==> src/rtl/stop_watch_pkg.sv <==
// Shared BCD types and helpers for the N-digit stopwatch/timer.
package stop_watch_pkg;

   typedef logic [3:0] bcd_t;

   localparam bcd_t BCD_MAX = 4'd9;
   localparam bcd_t BCD_MIN = 4'd0;

   // Nibbles above 9 are not valid BCD; treat them as the top digit value.
   function automatic bcd_t clamp_bcd(input bcd_t v);
      return (v > BCD_MAX) ? BCD_MAX : v;
   endfunction

endpackage

==> src/rtl/stop_watch_bcd_n_digit.sv <==
// One BCD digit of the cascade: wraps 9->0 up and 0->9 down when enabled.
module bcd_digit
   import stop_watch_pkg::*;
(
   input  logic clk,
   input  logic reset,
   input  logic clr,
   input  logic ld,
   input  bcd_t ld_val,
   input  logic en,
   input  logic up,
   output bcd_t q,
   output logic is_max,
   output logic is_min
);

   always_ff @(posedge clk) begin
      if (reset || clr) begin
         q <= BCD_MIN;
      end else if (ld) begin
         q <= clamp_bcd(ld_val);
      end else if (en) begin
         if (up)
            q <= (q == BCD_MAX) ? BCD_MIN : q + 4'd1;
         else
            q <= (q == BCD_MIN) ? BCD_MAX : q - 4'd1;
      end
   end

   assign is_max = (q == BCD_MAX);
   assign is_min = (q == BCD_MIN);

endmodule

==> src/rtl/stop_watch_bcd_n.sv <==
// N-digit BCD up/down stopwatch with prescaler, preset load, optional
// saturation with sticky done, and a lap-hold display register.
module stop_watch_bcd_n
   import stop_watch_pkg::*;
#(
   parameter int DIGITS   = 4,
   parameter int DVSR     = 5000000,
   parameter int DVSR_W   = 23,
   parameter int SATURATE = 0
) (
   input  logic                  clk,
   input  logic                  reset,
   input  logic                  go,
   input  logic                  clr,
   input  logic                  up,
   input  logic                  load,
   input  logic [4*DIGITS-1:0]   load_val,
   input  logic                  lap,
   output logic [4*DIGITS-1:0]   q,
   output logic [4*DIGITS-1:0]   disp,
   output logic                  lap_active,
   output logic                  done,
   output logic                  tick
);

   localparam logic [DVSR_W-1:0] PRESC_LAST = DVSR_W'(DVSR - 1);

   logic [DVSR_W-1:0]   presc;
   logic [DIGITS-1:0]   max_f;
   logic [DIGITS-1:0]   min_f;
   logic [DIGITS-1:0]   en;
   logic [DIGITS:0]     carry;
   logic                terminal;
   logic                sat_hold;
   logic                done_r;
   logic [4*DIGITS-1:0] hold;

   // Prescaler: frozen while go=0 so a resumed period finishes the remainder.
   always_ff @(posedge clk) begin
      if (reset || clr || load)
         presc <= '0;
      else if (go)
         presc <= (presc == PRESC_LAST) ? '0 : presc + 1'b1;
   end

   assign tick = go && (presc == PRESC_LAST);

   // carry[i] is set when every digit below i sits at its rollover value.
   always_comb begin
      carry    = '0;
      carry[0] = 1'b1;
      for (int unsigned i = 0; i < DIGITS; i++)
         carry[i+1] = carry[i] & (up ? max_f[i] : min_f[i]);
   end

   assign terminal = carry[DIGITS];
   assign sat_hold = (SATURATE != 0) && terminal;

   always_comb begin
      en = '0;
      for (int unsigned i = 0; i < DIGITS; i++)
         en[i] = tick & carry[i] & ~sat_hold;
   end

   genvar g;
   generate
      for (g = 0; g < DIGITS; g++) begin : g_digit
         bcd_digit u_digit (
            .clk    (clk),
            .reset  (reset),
            .clr    (clr),
            .ld     (load),
            .ld_val (load_val[4*g +: 4]),
            .en     (en[g]),
            .up     (up),
            .q      (q[4*g +: 4]),
            .is_max (max_f[g]),
            .is_min (min_f[g])
         );
      end
   endgenerate

   always_ff @(posedge clk) begin
      if (reset || clr || load)
         done_r <= 1'b0;
      else if (tick && sat_hold)
         done_r <= 1'b1;
   end

   assign done = (SATURATE != 0) ? done_r : 1'b0;

   always_ff @(posedge clk) begin
      if (reset || clr) begin
         hold       <= '0;
         lap_active <= 1'b0;
      end else if (lap) begin
         if (!lap_active) begin
            hold       <= q;
            lap_active <= 1'b1;
         end else begin
            lap_active <= 1'b0;
         end
      end
   end

   assign disp = lap_active ? hold : q;

endmodule

==> config.mk <==
export PLATFORM = sky130hd
export DESIGN_NAME = stop_watch_bcd_n
export DESIGN_NICKNAME = d
export VERILOG_FILES = /design/src/rtl/stop_watch_pkg.sv /design/src/rtl/stop_watch_bcd_n_digit.sv /design/src/rtl/stop_watch_bcd_n.sv
export SDC_FILE = /design/constraint.sdc
export NUM_CORES = 1
export LEC_CHECK = 0
export BUFFER_PORTS_ARGS = -buffer_cell sky130_fd_sc_hd__clkbuf_2
export CAP_MARGIN = 0
export CORE_MARGIN = 2
export CORE_UTILIZATION = 31
export DETAILED_ROUTE_END_ITERATION = 10
export PLACE_DENSITY = 0.51
export SYNTH_ARGS = -nofsm -noshare
export SYNTH_HDL_FRONTEND = slang
export SYNTH_SLANG_ARGS = --single-unit
==> constraint.sdc <==
create_clock -name clk -period 3.3 [get_ports clk]
set_input_delay 0.66 -clock clk [delete_from_list [all_inputs] [get_ports clk]]
set_output_delay 0.66 -clock clk [all_outputs]
set_load 0.05 [all_outputs]
Word-level counts from Yosys, hierarchy flattened --
Index checks and enable logic that the tools add are counted.
Operators by class: add/subtract/negate cells 9, order comparisons 4, eq/ne operators 5, multiplexer cells 30, bitwise logic cells 5, reductions and logical operators 11
Operators with widths (number):
- $mux 4 | 24
- $add 23x1->23 const B | 1
- $eq 23x23->1 const B | 1
- $mux 23 | 1
- $add 4x1->4 const B | 4
- $eq 4x4->1 const B | 4
- $gt 4x4->1 const B | 4
- $logic_not 4->1 | 4
- $mux 16 | 1
- $sub 4x1->4 const B | 4
- $reduce_bool 2->1 | 4
- $and 1x1->1 | 5
- $mux 1 | 4
- $logic_or 1x1->1 | 2
- $logic_and 1x1->1 | 1
Storage, ports and cells: register bits after elaboration 56, bits of input ports 23, output and inout port bits 35, word-level logic and storage cells 71

Logic depth before layout (Yosys ltp) --
Gate-level depths: netlist of the first run.
depth after elaboration 7, gate-level depth with buffers 8, mapped depth without buffers 6

Hierarchy --
A second synthesis of the first run with hierarchy kept.
Second synthesis, totals: cells, all modules 402, area total of the unflattened synthesis 3338.2 sq um
By module, submodules not included:
- stop_watch_bcd_n | instances 1, cells each 242, area an instance 2006.9 sq um, seq. area each 800.8 sq um
- bcd_digit | instances 4, cells each 40, area an instance 332.8 sq um, seq. area each 80.1 sq um

Least setup slack after synthesis of the first run --
No wires, ideal clock.
path type reg-to-output, from register g_digit[0].u_digit.q[2], to output port disp[2], arrival 2132 ps, required time 2640 ps, slack 508 ps, cell stages (with the launch flop) 4, buffers on the path 1, cell sequence dfxtp_1 clkbuf_1 inv_1 o21ai_0
Between the ends: longest elaborated chain between the ends 1
Ends and longest elaborated chain:
- from (decl) | RTL line stop_watch_bcd_n_digit.sv:12 | output bcd_t q,
- from (signal assigned) | RTL line stop_watch_bcd_n_digit.sv:21 | q <= clamp_bcd(ld_val);
- from (signal assigned) | RTL line stop_watch_bcd_n_digit.sv:24 | q <= (q == BCD_MAX) ? BCD_MIN : q + 4'd1;
- from (signal assigned) | RTL line stop_watch_bcd_n_digit.sv:26 | q <= (q == BCD_MIN) ? BCD_MAX : q - 4'd1;
- $mux 16
- to (decl) | RTL line stop_watch_bcd_n.sv:20 | output logic [4*DIGITS-1:0] disp,
Every way passes these cells.

Worst setup path after layout of the first run --
from register presc[12], to output port tick
Between the ends: longest elaborated chain between the ends 2
Ends and longest elaborated chain:
- from (decl) | RTL line stop_watch_bcd_n.sv:28 | logic [DVSR_W-1:0] presc;
- from (signal assigned) | RTL line stop_watch_bcd_n.sv:43 | presc <= (presc == PRESC_LAST) ? '0 : presc + 1'b1;
- $eq 23x23->1 | RTL line stop_watch_bcd_n.sv:46 | assign tick = go && (presc == PRESC_LAST);
- $logic_and 1x1->1 | RTL line stop_watch_bcd_n.sv:46
- to (decl) | RTL line stop_watch_bcd_n.sv:23 | output logic tick
Every way passes these cells.

==> qor.csv, run 1 <==
stage;metric;value;unit
synthesis;Synth Register Bits;56;
synthesis;Synthesized Nets;482;
placement;Placer Congestion;0.797;
synthesis;library cells used by synthesis;61;
worst_setup_path;Worst path top cell family by delay;simple AND/OR/NAND/NOR gates;
detailed_routing;# DRC;0;
worst_setup_path;WP data required;2.64;ns
detailed_routing;drt initial violations;172;
global_route;Congestion Overflow GR;0;
clocking;CTS Sinks;56;
synthesis;sequential element share of the synthesized area;0.324;
clocking;CTS tree;built;
run;max-cap check violation count;0;
worst_setup_path;end of the critical path;tick;
synthesis;synthesized cell area;0.00346;sq mm
pwr;Leak;0.00144;uW
synthesis;number of synthesized flops with an enable pin;0;
worst_setup_path;crit path kind;register to output port;
floorplanning;Die Span Y;110;microns
sta;FMAX;0.345;GHz
floorplanning;Initial Utilization;0.319;
detailed_routing;wire per inst;14.8;microns
hold_path;hold crit path type;register to register;
synthesis;Syn Area/Cell;7.55;sq um
worst_setup_path;Worst R2R Setup Slack;0.77;ns
outcome;outcome;completed;
synthesis;YS warnings;0;
clocking;CTS Root Cell;clkbuf_8;
synthesis;Main synth FF type;dfxtp_1;
floorplanning;IO Pins;58;
final_layout;Inserted Diodes;0;
floorplanning;Die Width;110;microns
final_layout;nets@finish;513;
clocking;CTS Hold Bufs;0;
detailed_routing;first drt pass iteration count;4;
sta;Fin. Hold Viols;0;
worst_setup_path;slowest CP cell;or4b_2;
global_route;global-route wire length before repair;15300;microns
worst_setup_path;startpoint class of the critical path;register;
sta;fin. max-slew vios;0;
synthesis;asr flop ratio synth;0;
placement;Inst Count DP;622;
sta;min cycle time layout;2.90;ns
floorplanning;die area;0.0120;sq mm
global_route;initial antenna violation count;1;
synthesis;Post-Syn Instances;458;
clocking;CTS buffer count;5;
final_layout;Non-Filler Instances;629;
worst_setup_path;crit end category;output port;
placement;post-detail-place hpwl;6490;microns
worst_setup_path;r2r worst-path depth;6;
placement;port bufs;56;
worst_setup_path;reg-to-reg critical path startpoint;presc[0]$_SDFFE_PP0P_;
sta;fin crit share;0.878;
pwr;PD cells;334;mW/mm^2
detailed_routing;DR vias;3298;
final_layout;area grow syn2layout;12.6;%
clocking;Setup Fix Bufs, Post-CTS;0;
sta;RSZ-0062 raised after global routing;no;
sta;setup TNS;0;ns
worst_setup_path;CP Depth;4;
detailed_routing;wirelength, routed;9310;microns
floorplanning;# rows;38;
clocking;later-pin clock latency in the skew report;0.31;ns
global_route;vias in the first global route;3062;
clocking;cts repair resizes;0;
worst_setup_path;worst setup path startpoint;presc[12]$_SDFFE_PP0P_;
detailed_routing;routed vias/inst;5.24;
clocking;Max clock buf depth;2;
sta;endpoints failing setup;0;
worst_setup_path;Max FO, Critical Path;6;
sta;worst-margin pin slew;0.653;ns
global_route;pin count of the biggest net entering global routing;29;
sta;skew final;0.0164;ns
pwr;maximum VDD drop;0.159;mV
detailed_routing;DRT antenna net count;0;
sta;Rel. slew slack;0.565;
worst_setup_path;max incr delay on CP;0.68;ns
worst_setup_path;R2R Path End;g_digit[3].u_digit.q[3]$_SDFFE_PP0P_;
worst_setup_path;CP cell instances;or4b_2 > nor4_1 > and4_1 > clkbuf_2;
worst_setup_path;WP data arrival;2.24;ns
global_route;Total GRT Usage;0.160;
floorplanning;Core Area;0.0108;sq mm
clocking;H-tree depth;2;
worst_setup_path;WP buf/inv;1;
clocking;Reg clk slew, reported paths;0.11;ns
final_layout;share of layout cells above drive strength 1;0.188;
==> worst min-delay path: cells and delay by family, from the launching register on <==
family          cells  cell delay (ns)
simple gates        1             0.05
compound gates      1             0.05
flops               1             0.32
==> flip-flops by register name, summed over array words and instances (netlist names) <==
register and flops:
presc 23, hold 16, g_digit.u_digit.q 16, lap_active 1
==> routing by layer <==
metal  vias up  share of wire  track usage
met3        10          0.041       0.0314
met2        53           0.46        0.269
met1      1567           0.49        0.212
met4         0         0.0084       0.0335
met5         -              0            0
li1       1668              -            -
==> placed cells by master, fill, tap and decap left out, types with 10 or more instances in the layout <==
master and n:
nor2b_1 10, nand3_1 16, clkbuf_2 56, nand2_1 64, dfxtp_1 56, o21ai_0 25
nand4_1 12, xor2_1 17, a21oi_1 24, mux2i_1 10, inv_1 11, nor2_1 52
==> how the worst min path moves through the flow <==
stage,from,endpoint,slack (ns),depth (start not counted)
5_1_grt,hold[5]$_SDFFE_PP0P_,hold[5]$_SDFFE_PP0P_,0.48,2
3_3_place_gp,hold[12]$_SDFFE_PP0P_,hold[12]$_SDFFE_PP0P_,0.44,2
2_1_floorplan,hold[0]$_SDFFE_PP0P_,hold[0]$_SDFFE_PP0P_,0.43,2
3_5_place_dp,hold[6]$_SDFFE_PP0P_,hold[6]$_SDFFE_PP0P_,0.45,2
4_1_cts,hold[5]$_SDFFE_PP0P_,hold[5]$_SDFFE_PP0P_,0.46,2
6_report,hold[4]$_SDFFE_PP0P_,hold[4]$_SDFFE_PP0P_,0.46,2
==> stage by stage <==
step                       util  hold slack (ns)  instance area [sq um]  total power [uW]  setup WS (ns)
after floorplan               -            0.433                   3460               883          0.508
after CTS                 0.359            0.462                   3890              1320          0.386
after global routing      0.359            0.476                   3890              1370          0.283
final                     0.359            0.460                   3890              1300          0.403
after detailed placement  0.352            0.445                   3810               946          0.518
after global placement    0.352            0.438                   3810               944          0.561
==> kinds of logic (layout without fill, tap and decap cells) <==
family	after synthesis	in the layout	share of synthesized area
AO/OA/AOI/OAI	92	92	0.175
XOR/XNOR	26	26	0.0658
adder cells (fa/ha/maj)	1	1	0.00362
buffers and inverters	52	83	0.0601
flip-flops	56	56	0.324
multiplexers	19	19	0.0583
other	1	1	0.00108
AND/OR/NAND/NOR	211	211	0.312
==> area by class of cell <==
class                   instances  area, sq um
fillers                      1176         6950
multi-input cells             350         2130
flip-flops and latches         56         1120
repair buffers                 65          348
well taps                     140          175
clock buffers                   6         72.6
inverters                      11         41.3
clock inverters                 1         5.00
==> synth_stat cells, types with 4 or more instances <==
master | instances | share of area
a31oi_1 | 5 | 0.0090
nand2_1 | 64 | 0.069
o31ai_1 | 4 | 0.0087
nor3_1 | 5 | 0.0072
nand2b_1 | 4 | 0.0072
nor4_1 | 5 | 0.0090
dfxtp_1 | 56 | 0.32
or2_2 | 4 | 0.0072
nor2_1 | 52 | 0.056
nand4_1 | 12 | 0.022
nand3_1 | 16 | 0.023
xnor2_1 | 9 | 0.023
and3_1 | 9 | 0.016
inv_1 | 11 | 0.012
a21oi_1 | 24 | 0.035
o22ai_1 | 4 | 0.0072
mux2_2 | 9 | 0.029
nor2b_1 | 10 | 0.018
mux2i_1 | 10 | 0.029
a221oi_1 | 4 | 0.010
clkbuf_1 | 37 | 0.040
nand4b_1 | 4 | 0.010
xor2_1 | 17 | 0.043
o21ai_0 | 25 | 0.036
or3_1 | 4 | 0.0072
==> where the power goes <==
group | switching (uW) | internal [uW] | leakage [uW]
combinational | 153 | 70.7 | 0.000948
sequential | 21.5 | 685 | 0.000453
clock | 225 | 146 | 0.0000410
Note: power is estimated with default switching activity, not from simulation.
==> run 2: changes to the inputs <==
CORE_UTILIZATION = 50   (was 31)
PLACE_DENSITY = 0.74   (was 0.51)
==> run 2 against run 1 <==
Effect of this change: clock power grew 4%; sequential power grew 0.7%; critical path type unchanged; sequential share of layout area grew 0.64 points; highest routed layer unchanged; total power grew 0.49%; worst hold slack lost 0.00067 ns; core utilization grew 20 points; non-clock buffer count shrank 3; design area shrank 2.2%; critical endpoint unchanged; setup slack gained 0.063 ns; via count shrank 0.18%.
==> qor.csv, run 2 (same netlist as run 1, synthesis figures left out) <==
stage;metric;value;unit
outcome;outcome;completed;
global_route;initial antenna violation count;0;
final_layout;Core Util, Final;0.564;
floorplanning;die area;0.00760;sq mm
hold_path;Hold EP;hold[9]$_SDFFE_PP0P_;
worst_setup_path;WP data required;2.64;ns
clocking;Max clock buf depth;2;
worst_setup_path;WP buf/inv;1;
hold_path;hold crit path type;register to register;
clocking;CTS Hold Bufs;0;
final_layout;Fill cells;638;
sta;fin crit share;0.859;
detailed_routing;wire length on met1;3610;microns
worst_setup_path;crit end category;output port;
clocking;H-tree depth;2;
final_layout;Inserted Diodes;0;
sta;fin. max-slew vios;0;
hold_path;WHS Path Cells;2;
detailed_routing;Met2 Wirelength;3940;microns
worst_setup_path;R2R Path End;g_digit[3].u_digit.q[3]$_SDFFE_PP0P_;
final_layout;nets@finish;510;
worst_setup_path;reg-to-reg critical path startpoint;presc[0]$_SDFFE_PP0P_;
floorplanning;IO Pins;58;
worst_setup_path;max incr delay on CP;0.67;ns
floorplanning;# rows;30;
placement;placed cell areas;0.00372;sq mm
final_layout;area grow syn2layout;10.1;%
sta;FMAX;0.353;GHz
sta;endpoints failing setup;0;
sta;Fin. Hold Viols;0;
final_layout;share of layout cells above drive strength 1;0.183;
pwr;maximum VDD drop;0.174;mV
floorplanning;Initial Utilization;0.512;
final_layout;Largest register FFs;23;
worst_setup_path;crit path kind;register to output port;
clocking;CTS Root Cell;clkbuf_8;
placement;post-detail-place hpwl;5790;microns
clocking;cts repair resizes;0;
worst_setup_path;Max FO, Critical Path;6;
sta;skew final;0.00551;ns
sta;setup TNS;0;ns
worst_setup_path;Worst R2R Setup Slack;0.78;ns
detailed_routing;wire per inst;14.4;microns
final_layout;Largest regs;presc: 23 flops, g_digit.u_digit.q: 16 flops, hold: 16 flops;
clocking;CTS Sinks;56;
worst_setup_path;r2r worst-path depth;6;
pwr;PD cells;343;mW/mm^2
placement;Placer Congestion;0.857;
clocking;CTS tree;built;
final_layout;Reg with most FFs;presc;
detailed_routing;# DRC;0;
worst_setup_path;worst setup path startpoint;presc[12]$_SDFFE_PP0P_;
hold_path;hold_sp;hold[9]$_SDFFE_PP0P_;
final_layout;most frequent cells in the layout;nand2_1, dfxtp_1, clkbuf_2;
global_route;Congestion Overflow GR;0;
clocking;Setup Fix Bufs, Post-CTS;0;
clocking;CTS buffer count;5;
worst_setup_path;startpoint class of the critical path;register;
global_route;Total GRT Usage;0.221;
pwr;overall power;1310;uW
detailed_routing;DR vias;3292;
floorplanning;Die Span Y;87.2;microns
final_layout;commonest non-fill, non-tap cell in the layout;nand2_1;
detailed_routing;first drt pass iteration count;4;
sta;RSZ-0062 raised after global routing;no;
global_route;pin count of the biggest net entering global routing;31;
floorplanning;Core Area;0.00676;sq mm
worst_setup_path;Worst path top cell family by delay;simple AND/OR/NAND/NOR gates;
detailed_routing;met3 wire len;464;microns
worst_setup_path;CP cell instances;or4b_2 > nor4_1 > and4_1 > clkbuf_2;
detailed_routing;Highest Signal Layer;met4;
sta;worst-margin pin slew;0.891;ns
detailed_routing;drt initial violations;222;
pwr;Leak;0.00143;uW
clocking;later-pin clock latency in the skew report;0.31;ns
detailed_routing;routed vias/inst;5.81;
clocking;Reg clk slew, reported paths;0.09;ns
sta;Rel. slew slack;0.405;
global_route;vias in the first global route;3047;
floorplanning;Die Width;87.2;microns
detailed_routing;wirelength, routed;8150;microns
sta;min cycle time layout;2.83;ns
detailed_routing;DRT antenna net count;0;
placement;port bufs;56;
worst_setup_path;WP data arrival;2.17;ns
run;max-cap check violation count;0;
global_route;global-route wire length before repair;13700;microns
final_layout;design area;0.00381;sq mm
worst_setup_path;slowest CP cell;or4b_2;
## run 2: cell count changes in the layout (fill, tap and decap cells not counted), sizes merged
| cell | change |
|---|---|
| clkbuf | +2 |
| buf | -3 |
| clkinv | -1 |
## run 2: through the flow
stage,instances,hold slack [ns],setup WS [ns]
after floorplan,458,0.433,0.508
after global placement,559,0.438,0.567
after detailed placement,559,0.447,0.546
after CTS,567,0.460,0.475
after global routing,567,0.477,0.423
final,567,0.459,0.466
## run 2: cell type report
class,count,area (sq um),share of cell area
Clock buffer,8,90.1,0.0237
Inverter,11,41.3,0.0108
Multi-Input combinational cell,350,2130,0.559
Sequential cell,56,1120,0.294
Tap cell,80,100,0.0263
Timing Repair Buffer,62,325,0.0854
## run 2: report_power, final
| group | switching, uW | leakage [uW] | internal [uW] |
|---|---|---|---|
| Clock | 213 | 0.0000455 | 172 |
| Sequential | 26.4 | 0.000453 | 685 |
| Combinational | 142 | 0.000933 | 68.6 |
| Total | 382 | 0.00143 | 925 |
## run 2: worst max-delay path by stage
stage	end	cells past startpoint
3_5_place_dp	g_digit[3].u_digit.q[3]$_SDFFE_PP0P_	6
5_1_grt	tick	4
6_report	tick	4
2_1_floorplan	disp[2]	3
3_3_place_gp	g_digit[3].u_digit.q[3]$_SDFFE_PP0P_	6
4_1_cts	tick	4
## run 2: metal layers
layer	vias up	global-route usage
met3	17	0.0474
met1	1502	0.273
met4	0	0.0699
li1	1674	-
met2	99	0.382
met5	-	0
## run 2: worst reg2reg max path: stages, from the launching register on
cell and delay, ns:
dfxtp_1 0.43, ha_1 0.22, nand2_1 0.12, or4_4 0.58
or4b_4 0.63, a2111oi_4 0.37, a31o_1 0.13
